File: config.mk
export PLATFORM = sky130hd
export DESIGN_NAME = miriscv_ibus_bridge
export DESIGN_NICKNAME = d
export VERILOG_FILES = /design/src/rtl/miriscv_pkg.sv /design/src/rtl/miriscv_ibus_rsp_fifo.sv /design/src/rtl/miriscv_ibus_bridge.sv
export SDC_FILE = /design/constraint.sdc
export NUM_CORES = 1
export LEC_CHECK = 0
export ABC_AREA = 1
export CORE_MARGIN = 2
export CORE_UTILIZATION = 44
export CTS_CLUSTER_DIAMETER = 50
export DETAILED_ROUTE_END_ITERATION = 6
export PLACE_DENSITY = 0.88
export SYNTH_ARGS = -nofsm -noshare
export SYNTH_HDL_FRONTEND = slang
export SYNTH_HIERARCHICAL = 1
export SYNTH_SLANG_ARGS = --single-unit
File: constraint.sdc
create_clock -name clk_i -period 2.9 [get_ports clk_i]
set_clock_uncertainty 0.1 [all_clocks]
set_input_delay 0.58 -clock clk_i [delete_from_list [all_inputs] [get_ports clk_i]]
set_output_delay 0.58 -clock clk_i [all_outputs]
set_load 0.01 [all_outputs]
File: src/rtl/miriscv_pkg.sv
// Shared miriscv types and constants used by the instruction-side bus bridge.
package miriscv_pkg;

    localparam int XLEN = 32;

    typedef enum logic {
        IBUS_IDLE,
        IBUS_WAIT_GNT
    } ibus_state_e;

    typedef struct packed {
        logic [XLEN-1:0] rdata;
        logic            err;
    } ibus_rsp_t;

endpackage

File: src/rtl/miriscv_ibus_rsp_fifo.sv
// Small DEPTH-entry first-word-fall-through response buffer for the ibus bridge.
// The error bit is only stored when MIRISCV_IBUS_ERR_EN is defined.
module miriscv_ibus_rsp_fifo
    import miriscv_pkg::*;
#(
    parameter int DEPTH = 2
) (
    input  logic                         clk_i,
    input  logic                         rst_i,
    input  logic                         clear,
    input  logic                         push,
    input  ibus_rsp_t                    wdata,
    input  logic                         pop,
    output ibus_rsp_t                    rdata,
    output logic                         empty,
    output logic                         full,
    output logic [$clog2(DEPTH+1)-1:0]   count
);

    localparam int PTR_W = (DEPTH > 1) ? $clog2(DEPTH) : 1;
    localparam int CNT_W = $clog2(DEPTH + 1);

    logic [XLEN-1:0]  data_mem [DEPTH];
    logic [PTR_W-1:0] wr_ptr_reg;
    logic [PTR_W-1:0] rd_ptr_reg;
    logic [CNT_W-1:0] count_reg;
    logic             push_ok;
    logic             pop_ok;

    // Pointers wrap explicitly so non-power-of-two depths work.
    function automatic logic [PTR_W-1:0] ptr_inc(input logic [PTR_W-1:0] p);
        return (p == PTR_W'(DEPTH - 1)) ? '0 : p + PTR_W'(1);
    endfunction

    assign empty   = (count_reg == '0);
    assign full    = (count_reg == CNT_W'(DEPTH));
    assign count   = count_reg;
    assign push_ok = push && !full;
    assign pop_ok  = pop && !empty;

    always_ff @(posedge clk_i) begin
        if (rst_i || clear) begin
            wr_ptr_reg <= '0;
            rd_ptr_reg <= '0;
            count_reg  <= '0;
        end else begin
            if (push_ok) begin
                wr_ptr_reg <= ptr_inc(wr_ptr_reg);
            end
            if (pop_ok) begin
                rd_ptr_reg <= ptr_inc(rd_ptr_reg);
            end
            if (push_ok && !pop_ok) begin
                count_reg <= count_reg + CNT_W'(1);
            end else if (pop_ok && !push_ok) begin
                count_reg <= count_reg - CNT_W'(1);
            end
        end
    end

    generate
        for (genvar gi = 0; gi < DEPTH; gi++) begin : g_entry
            always_ff @(posedge clk_i) begin
                if (push_ok && (wr_ptr_reg == PTR_W'(gi))) begin
                    data_mem[gi] <= wdata.rdata;
                end
            end
        end
    endgenerate

`ifdef MIRISCV_IBUS_ERR_EN
    logic err_mem [DEPTH];

    generate
        for (genvar gi = 0; gi < DEPTH; gi++) begin : g_err_entry
            always_ff @(posedge clk_i) begin
                if (push_ok && (wr_ptr_reg == PTR_W'(gi))) begin
                    err_mem[gi] <= wdata.err;
                end
            end
        end
    endgenerate

    assign rdata.err = err_mem[rd_ptr_reg];
`else
    logic unused_wdata_err;

    assign unused_wdata_err = wdata.err;
    assign rdata.err        = 1'b0;
`endif

    assign rdata.rdata = data_mem[rd_ptr_reg];

    // The bridge's credit scheme must make this impossible.
    always_ff @(posedge clk_i) begin
        if (!rst_i) begin
            assert (!(push && full));
        end
    end

endmodule

File: src/rtl/miriscv_ibus_bridge.sv
// Fetch-to-bus bridge: req/gnt/rvalid issue, outstanding tracking, flush drop, response buffer.
// Define MIRISCV_IBUS_ERR_EN to carry bus_err_i through to core_err_o.
module miriscv_ibus_bridge
    import miriscv_pkg::*;
#(
    parameter int DEPTH = 2
) (
    input  logic            clk_i,
    input  logic            rst_i,
    input  logic            core_req_i,
    input  logic [XLEN-1:0] core_addr_i,
    input  logic            core_flush_i,
    input  logic            core_ready_i,
    output logic            core_busy_o,
    output logic            core_rvalid_o,
    output logic [XLEN-1:0] core_rdata_o,
    output logic            core_err_o,
    output logic            bus_req_o,
    output logic [XLEN-1:0] bus_addr_o,
    input  logic            bus_gnt_i,
    input  logic            bus_rvalid_i,
    input  logic [XLEN-1:0] bus_rdata_i,
    input  logic            bus_err_i
);

    localparam int CNT_W = $clog2(DEPTH + 1);

    ibus_state_e      state_reg;
    logic [XLEN-1:0]  addr_q;
    logic [CNT_W-1:0] outstanding_reg;
    logic [CNT_W-1:0] outstanding_next;
    logic [CNT_W-1:0] drop_q;
    logic [CNT_W-1:0] drop_next;
    logic             kill_pending_reg;
    logic             kill_pending_next;

    logic [CNT_W-1:0] rsp_count;
    logic [CNT_W:0]   inflight;
    logic             credit;
    logic             is_idle;
    logic             issue;
    logic             req;
    logic             gnt;
    logic             wait_hit;
    logic             rsp_drop;
    logic             rsp_keep;
    logic             rvalid;
    logic             fifo_push;
    logic             fifo_pop;
    logic             fifo_empty;
    logic             fifo_full;
    ibus_rsp_t        bus_rsp;
    ibus_rsp_t        head_rsp;

    assign inflight = {1'b0, outstanding_reg} + {1'b0, rsp_count};
    assign credit   = (inflight < (CNT_W + 1)'(DEPTH));
    assign is_idle  = (state_reg == IBUS_IDLE);
    assign issue    = is_idle && core_req_i && credit;
    assign req      = !rst_i && (issue || !is_idle);
    assign gnt      = req && bus_gnt_i;
    assign wait_hit = gnt && !is_idle;

    assign bus_req_o   = req;
    assign bus_addr_o  = is_idle ? core_addr_i : addr_q;
    assign core_busy_o = !rst_i && (is_idle ? (core_req_i && !(issue && bus_gnt_i)) : 1'b1);

    // Any response seen during a flush belongs to an old fetch: a request
    // issued in the flush cycle cannot answer in that same cycle.
    assign rsp_drop = bus_rvalid_i && ((drop_q != '0) || core_flush_i);
    assign rsp_keep = bus_rvalid_i && !rsp_drop;

    assign rvalid    = !rst_i && !core_flush_i && (fifo_empty ? rsp_keep : 1'b1);
    assign fifo_pop  = !fifo_empty && rvalid && core_ready_i;
    assign fifo_push = rsp_keep && (!fifo_empty || !core_ready_i);

    assign core_rvalid_o = rvalid;
    assign core_rdata_o  = rst_i ? '0 : (fifo_empty ? bus_rdata_i : head_rsp.rdata);

    assign bus_rsp.rdata = bus_rdata_i;

`ifdef MIRISCV_IBUS_ERR_EN
    logic unused_fifo_full;

    assign unused_fifo_full = fifo_full;
    assign bus_rsp.err      = bus_err_i;
    assign core_err_o       = rvalid && (fifo_empty ? bus_err_i : head_rsp.err);
`else
    logic unused_sig;

    assign unused_sig  = ^{bus_err_i, head_rsp.err, fifo_full};
    assign bus_rsp.err = 1'b0;
    assign core_err_o  = 1'b0;
`endif

    miriscv_ibus_rsp_fifo #(
        .DEPTH (DEPTH)
    ) u_rsp_fifo (
        .clk_i (clk_i),
        .rst_i (rst_i),
        .clear (core_flush_i),
        .push  (fifo_push),
        .wdata (bus_rsp),
        .pop   (fifo_pop),
        .rdata (head_rsp),
        .empty (fifo_empty),
        .full  (fifo_full),
        .count (rsp_count)
    );

    always_comb begin
        outstanding_next = outstanding_reg;
        unique case ({gnt, bus_rvalid_i})
            2'b10:   outstanding_next = outstanding_reg + CNT_W'(1);
            2'b01:   outstanding_next = outstanding_reg - CNT_W'(1);
            default: outstanding_next = outstanding_reg;
        endcase
    end

    // Everything outstanding at flush time is stale, plus the request still
    // waiting for its grant; that one is counted whenever the grant arrives.
    always_comb begin
        drop_next         = drop_q;
        kill_pending_next = kill_pending_reg;
        if (core_flush_i) begin
            drop_next         = outstanding_reg - CNT_W'(bus_rvalid_i) + CNT_W'(wait_hit);
            kill_pending_next = !is_idle && !bus_gnt_i;
        end else begin
            if (rsp_drop) begin
                drop_next = drop_next - CNT_W'(1);
            end
            if (wait_hit && kill_pending_reg) begin
                drop_next = drop_next + CNT_W'(1);
            end
            if (wait_hit) begin
                kill_pending_next = 1'b0;
            end
        end
    end

    always_ff @(posedge clk_i) begin
        if (rst_i) begin
            state_reg        <= IBUS_IDLE;
            addr_q           <= '0;
            outstanding_reg  <= '0;
            drop_q           <= '0;
            kill_pending_reg <= 1'b0;
        end else begin
            outstanding_reg  <= outstanding_next;
            drop_q           <= drop_next;
            kill_pending_reg <= kill_pending_next;
            unique case (state_reg)
                IBUS_IDLE: begin
                    if (issue && !bus_gnt_i) begin
                        addr_q    <= core_addr_i;
                        state_reg <= IBUS_WAIT_GNT;
                    end
                end
                IBUS_WAIT_GNT: begin
                    if (bus_gnt_i) begin
                        state_reg <= IBUS_IDLE;
                    end
                end
                default: state_reg <= IBUS_IDLE;
            endcase
        end
    end

endmodule

# After elaboration in Yosys (flattened, before gate mapping)
# Memories as Yosys holds them, arrays and structs flattened. A register that Yosys moved wholly into a read port is not among the register bits.
# Cells that the tools add are included.
# classes
add_sub_neg	11
magnitude_cmp	1
eq_ne	3
muxes	28
bitwise_logic	2
reduce_logical	45
# op_table
cell	count
32-bit two-way mux	4
32-bit OR reduction	1
1-bit logical AND	24
1-bit two-way mux	16
2-bit two-way mux	6
1-bit zero test	10
2-bit nonzero test	4
2-bit by 1-bit adder with 2-bit output, second input constant	3
2-bit by 1-bit subtractor with 2-bit output, second input constant	3
2-bit == test, second input constant	2
1-bit logical OR	4
2-bit case mux with 2 select lines	1
2-bit by 2-bit adder with 3-bit output	1
3-bit by 2-bit less-than comparator with 1-bit output, second input constant	1
1-bit adder, second input constant	2
2-bit by 1-bit adder with 2-bit output	1
2-bit by 1-bit == test with 1-bit output, second input constant	1
2-bit zero test	1
1-bit NOT	2
1-bit case mux with 2 select lines	1
2-bit AND reduction	1
2-bit by 1-bit subtractor with 2-bit output	1
# word_totals
reg_bits	42
ramBits	64
inputBits	72
out_inout_bits	68
word_cells	99
n_memories	1
# mem_list
memory	depth	word_bits	read_ports	rd_ports_with_merged_regs	wr	line_no	text
u_rsp_fifo.data_mem	2	32	1	1	1	miriscv_ibus_rsp_fifo.sv:23	logic [XLEN-1:0] data_mem [DEPTH];

# Logic depth before layout (Yosys ltp)
# Gate-level depths: netlist of the first run.
# depth
depth_word	13
depth_mapped	13
mapped_depth_nobuf	13

# By module
# Netlist of the first run, hierarchy kept.
# by_module_without_submodules
module	instances	cells_each	area_each_um2	seq_area_each_um2
miriscv_ibus_rsp_fifo	1	140	2701.3	2021.9
miriscv_ibus_bridge	1	390	2408.6	760.7

# Worst setup path before layout of the first run
# OpenSTA, ideal clock, no wires.
# synth_path
path_type	register to register
start	register u_rsp_fifo.count_reg[0], in the netlist u_rsp_fifo/count[0]
end	memory u_rsp_fifo.data_mem[0][0] (enable)
setup_ns	0.421
arrival_time_ns	2.445
t_required_ns	2.379
path_slack_ns	-0.066
path_stages_with_launch	7
n_path_buf	2
synth_period_minus_slack_ns	2.966
path_cell_list	dfxtp_1 > nor2_1 > clkbuf_2 > clkbuf_1 > a21oi_1 > o21ai_2 > nor2_1
# synth_between
elab_chain_len	10
word_cells_on_any_way	16
classes_between	eq/ne (1); mux (6); reduce/logical (9)
# synth_rtl
item	line_no	text
start, declared	miriscv_ibus_rsp_fifo.sv:26	logic [CNT_W-1:0] count_reg;
start signal, assigned	miriscv_ibus_rsp_fifo.sv:54	count_reg <= count_reg + CNT_W'(1);
start signal, assigned	miriscv_ibus_rsp_fifo.sv:56	count_reg <= count_reg - CNT_W'(1);
2-bit zero test (*)	miriscv_ibus_rsp_fifo.sv:35	assign empty = (count_reg == '0);
net fifo_empty	miriscv_ibus_bridge.sv:50	logic fifo_empty;
1-bit zero test (*)	miriscv_ibus_bridge.sv:74	assign fifo_push = rsp_keep && (!fifo_empty || !core_ready_i);
1-bit logical OR (*)	miriscv_ibus_bridge.sv:74	
1-bit logical AND (*)	miriscv_ibus_bridge.sv:74	
net fifo_push	miriscv_ibus_bridge.sv:48	logic fifo_push;
1-bit logical AND (*)	miriscv_ibus_rsp_fifo.sv:38	assign push_ok = push && !full;
1-bit logical AND	miriscv_ibus_rsp_fifo.sv:64	if (push_ok && (wr_ptr_reg == PTR_W'(gi))) begin
1-bit two-way mux	miriscv_ibus_rsp_fifo.sv:64	
1-bit two-way mux (not written as such)	miriscv_ibus_rsp_fifo.sv:65	data_mem[gi] <= wdata.rdata;
32-bit OR reduction (no line)	-	
1-bit two-way mux (no line)	-	
end, declared	miriscv_ibus_rsp_fifo.sv:23	
# Mark *: on every way through the listed nets, which the timed path passes. The rest lies on a longest branch.

# Worst setup path in the final report of the first run
# layout_path
start	register u_rsp_fifo.count_reg[0], in the netlist u_rsp_fifo/count[0]
end	output port core_rdata_o[11]
# layout_between
elab_chain_len	3
# layout_rtl
item	line_no	text
2-bit zero test	miriscv_ibus_rsp_fifo.sv:35	
net fifo_empty	miriscv_ibus_bridge.sv:50	
32-bit two-way mux (2 in a row)	miriscv_ibus_bridge.sv:77	assign core_rdata_o = rst_i ? '0 : (fifo_empty ? bus_rdata_i : head_rsp.rdata);
end, declared	miriscv_ibus_bridge.sv:16	output logic [XLEN-1:0] core_rdata_o,
# The timed path passes the listed nets, and every way through them passes these cells.

==> results of run 1 <==
## worst max path at each step
| stage | from | end | cells past startpoint |
|---|---|---|---|
| floorplan | u_rsp_fifo/count[0] | u_rsp_fifo/data_mem[1][0] | 6 |
| global placement | rst_i | core_rdata_o[24] | 6 |
| detailed placement | rst_i | core_rdata_o[11] | 6 |
| CTS | rst_i | core_rdata_o[11] | 6 |
| global route | outstanding_reg[0] | core_busy_o | 8 |
| finish | u_rsp_fifo/count[0] | core_rdata_o[11] | 6 |
## final cells by class
type,count,share of cell area (%)
Multi-Input combinational cell,334,27.83
Clock inverter,6,0.8085
Tap cell,143,2.569
Sequential cell,107,39.99
Timing Repair Buffer,154,22.46
Clock buffer,10,3.432
Inverter,54,2.911
## worst max-delay path: cells and delay by family (launching register included)
kind	cells	cell delay [ps]
AO/OA/AOI/OAI	1	160
buffers and inverters	3	980
flip-flops	1	320
AND/OR/NAND/NOR	2	260
## layer usage
layer  routed length [um]  up-vias  track usage [%]
met2                 5763      155            32.11
met1                 4934     1941            22.28
li1                     -     2037                -
met4                  117        0            6.008
met5                    0        -                0
met3                  762       10            4.355
## where the power goes
part | switching, mW | internal [mW] | leakage [nW] | total, mW
Clock | 0.554 | 0.626 | 0.144 | 1.18
Combinational | 0.319 | 0.333 | 1.60 | 0.652
Sequential | 0.0263 | 1.68 | 0.933 | 1.71
## what timing repair did
| action | in CTS | in global routing |
|---|---|---|
| gates cloned | 0 | 0 |
| pin swaps | 0 | 1 |
| endpoints found under the setup margin | 2 | 11 |
| resized for setup | 4 | 3 |
| hold buffers | 0 | 0 |
==> flow_summary.ini, run 1 <==
[worst_setup_path]
reg2reg_slack_ps = 460
cp_cell_sequence = buf_4 > nor2_2 > buf_4 > o21ai_0 > nor2_1 > clkdlybuf4s50_1
timing.critical_path.mode_cell = buf_4
slowest_stage = clkdlybuf4s50_1
rr_endpoint = outstanding_reg[1]
max_stage_delay_ps = 540
worstSetupStartpointType = flip-flop
worstRegToRegCells = 12
worstReg2RegStart = outstanding_reg[0]
cp-end-kind = output pin
cp.arrival_ps = 2060
cp_data_required_time_ps = 2220
path_class = flip-flop to output pin
worstPathMaxFanout = 22

[synthesis]
syn_area_per_cell_um2 = 9.668
syn_inst = 527
yosysWarningCount = 6
netlist_area_mm2 = 0.005095
syn_nets = 605

[place]
gp_congestion = 0.8156
placed_area_mm2 = 0.006659
dpl.hpwl_mm = 8.320
port_buffers = 137
post-place-cells = 792
pre_cts_ws_ps = 29.32

[finish]
largest_register = u_rsp_fifo/data_mem
fin_nets = 738
num-fill-cells = 939
final_util_pct = 61.25
final_cell_mix = 133 x clkdlybuf4s50_1, 94 x o21ai_0, 74 x nor2_1
finalInstanceArea_mm2 = 0.006964
seq_area_mm2 = 0.002785
layout_commonest_cell = clkdlybuf4s50_1
stdcell_count = 808
largest_reg_flops = 64
multi_input_area_mm2 = 0.001938
layout-drive-gt1-share_pct = 12.63
top_regs = u_rsp_fifo/data_mem x64, addr_q x32
num_antenna_cells = 0
syn2layout_area_growth_pct = 36.69

[status]
status = complete, no violations

[hold_path]
hold_path_depth = 2
min_to = addr_q[23]
hold_class = flip-flop to flip-flop
min-delay-start = addr_q[23]

[sta]
report.final.setup_viol = 0
slew_headroom_pct = 65.08
timing.fmax_mhz = 364.6
maxSlewViolCount = 0
rsz0062_at_grt = no
tightest_slew_ps = 523.8
finalWorstSetupSlack_ps = 157.3
period_needed_ps = 2743
whs_ps = 351.3
timing_hold_violations_final = 0
tns_ps = 0
period_share_pct = 94.57

[global_route]
grt_pass1_wl_mm = 18.84
grt-ovfl-total = 0
grt_max_degree = 67
antenna_found_initial = 0
grtUsageTotal_pct = 18.31
grt_pass1_vias = 4176

[floorplanning]
start_util_pct = 44.81
die_y_um = 111.6
rows = 39
dieArea_mm2 = 0.01246
die_w_um = 111.6
num_io_pins = 140
core-area_mm2 = 0.01137

[clocking]
clk_pin_slew_ps = 70
clkLatencyLatePin_ps = 330
cts_sinks = 107
cts_htree_levels = 3
clk_path_buf_depth = 2
root_buffer = clkbuf_16
cts_tree = built
cts_buffers = 9
post-cts-setup-buffers = 0

[job]
maxCapViolations = 0

[pwr]
p_leak_nw = 2.680
peakVddDrop_mv = 0.3388
p_per_area_mw_per_mm2 = 508.2
power.total_mw = 3.539

[detailed_routing]
drc = 0
drtIter0Drc = 214
via_count = 4143
routed_wl_mm = 11.58
dr.pass1.iters = 4
wl_per_cell_um = 14.33
ant_nets = 0
viasPerCell = 5.127
Power figures use the tool's default switching activity.
==> run 2, diff against run 1 <==
- REMOVE_ABC_BUFFERS: unset -> 1
==> flow_summary.ini, run 2 (synthesis results as in run 1) <==
[clocking]
hold_buffers = 0
clk_path_buf_depth = 2
cts_htree_levels = 3
root_buffer = clkbuf_16
clkLatencyLatePin_ps = 340
cts_sinks = 107
clk_pin_slew_ps = 70
cts_tree = built
cts_buffers = 9

[worst_setup_path]
slowest_stage = clkdlybuf4s50_1
timing.critical_path.mode_cell = buf_4
cp.arrival_ps = 2080
critPathTopFamily = buffers and inverters
crit_buf_inv = 3
max_stage_delay_ps = 560
worstSetupStartpointType = flip-flop
cp_cell_sequence = buf_4 > nor2_2 > buf_4 > o21ai_0 > nor2_1 > clkdlybuf4s50_1
path_class = flip-flop to output pin
cp-end-kind = output pin
reg2reg_slack_ps = 230
worstPathMaxFanout = 29
cp_data_required_time_ps = 2220

[sta]
timing.fmax_mhz = 362.3
finalWorstSetupSlack_ps = 139.7
timing_hold_violations_final = 0
tightest_slew_ps = 542.1
report.final.setup_viol = 0
tns_ps = 0
period_share_pct = 95.18
maxSlewViolCount = 0
slew_headroom_pct = 63.86
rsz0062_at_grt = no
whs_ps = 348.6
period_needed_ps = 2760

[finish]
multi_input_area_mm2 = 0.001938
num_antenna_cells = 0
top_regs = u_rsp_fifo/data_mem x64, addr_q x32
largest_register = u_rsp_fifo/data_mem
layout_commonest_cell = clkdlybuf4s50_1
final_cell_mix = 134 x clkdlybuf4s50_1, 94 x o21ai_0, 74 x nor2_1
finalInstanceArea_mm2 = 0.006952
num-fill-cells = 951
syn2layout_area_growth_pct = 36.44
seq_area_mm2 = 0.002785
layout-drive-gt1-share_pct = 12.35
stdcell_count = 807
fin_nets = 737
largest_reg_flops = 64
final_util_pct = 61.14

[floorplanning]
core-area_mm2 = 0.01137
start_util_pct = 44.81
die_w_um = 111.6
die_y_um = 111.6
num_io_pins = 140
rows = 39
dieArea_mm2 = 0.01246

[global_route]
antenna_found_initial = 0
grt-ovfl-total = 0
grtUsageTotal_pct = 18.99
grt_pass1_vias = 4169
grt_pass1_wl_mm = 19.40
grt_max_degree = 65

[pwr]
p_clk_share_pct = 32.8
cellInternalPower_mw = 2.612
pwr-share-comb_pct = 18.6
peakVddDrop_mv = 0.3998
switchingPower_uw = 901.5
sequentialPowerShare_pct = 48.6
sw_frac_of_total_pct = 25.66
power.total_mw = 3.513
p_leak_nw = 2.653
p_per_area_mw_per_mm2 = 505.4

[place]
dpl.hpwl_mm = 8.219
pre_cts_ws_ps = -53.16
gp_congestion = 0.8508
placed_area_mm2 = 0.006664
port_buffers = 137
post-place-cells = 791

[hold_path]
hold_class = flip-flop to flip-flop

[detailed_routing]
ant_nets = 0
wl_per_cell_um = 14.70
drtIter0Drc = 299
via_count = 4175
drc = 0
routed_wl_mm = 11.86
dr.pass1.iters = 5
viasPerCell = 5.173

[job]
maxCapViolations = 0

[status]
status = complete, no violations
==> run 2: changes by cell type in the layout (fill, tap and decap cells not counted) <==
| cell | previous run | this run |
|---|---|---|
| clkdlybuf4s50_1 | 133 | 134 |
| clkinvlp_4 | 1 | 2 |
| dlymetal6s2s_1 | 2 | 1 |
| clkbuf_8 | 1 | 0 |
| buf_4 | 12 | 10 |
| buf_12 | 5 | 6 |
| inv_6 | 2 | 0 |
| clkinv_2 | 0 | 1 |
| clkbuf_1 | 0 | 1 |
==> run 2: power by group through the flow <==
| stage | clock network, mW | registers [mW] | logic (mW) |
|---|---|---|---|
| 2_1_floorplan | 0 | 1.74 | 0.295 |
| 3_3_place_gp | 0 | 1.74 | 0.623 |
| 3_5_place_dp | 0 | 1.74 | 0.650 |
| 4_1_cts | 1.18 | 1.71 | 0.655 |
| 5_1_grt | 1.25 | 1.71 | 0.716 |
| 6_report | 1.15 | 1.71 | 0.654 |
==> run 2: worst paths after layout <==
path | startpoint | end | cells past startpoint
worst max-delay path | u_rsp_fifo/count[0] | core_rdata_o[1] | 6
worst min-delay path | addr_q[8] | addr_q[8] | 2
worst max register to register | outstanding_reg[0] | outstanding_reg[1] | 13
worst min register to register | addr_q[8] | addr_q[8] | 2
==> run 2: metal layers <==
| layer | vias to the layer above | global-route usage (%) | wire length (um) |
|---|---|---|---|
| li1 | 2035 | - | - |
| met1 | 2017 | 22.48 | 4851 |
| met2 | 104 | 34.80 | 6374 |
| met3 | 19 | 2.395 | 384 |
| met4 | 0 | 7.901 | 253 |
| met5 | - | 0 | 0 |
==> run 2: area by class of cell <==
type | instances | area share (%)
Clock inverter | 6 | 0.7379
Timing Repair Buffer | 153 | 22.53
Tap cell | 143 | 2.574
Multi-Input combinational cell | 334 | 27.88
Clock buffer | 10 | 3.294
Sequential cell | 107 | 40.06
Inverter | 54 | 2.916
==> run 2: what timing repair did <==
item / 4_1_cts / 5_1_grt
setup endpoints to repair: 2 / 6
resized for setup: 5 / 1
setup buffers: 0 / 0
==> run 2: worst register-to-register path: cells and delay by family (launching register included) <==
| kind | cells | cell delay (ps) |
|---|---|---|
| buf+inv | 2 | 200 |
| flops | 1 | 370 |
| simple gates | 4 | 390 |
| compound gates | 5 | 770 |
| fa+ha+maj | 2 | 730 |
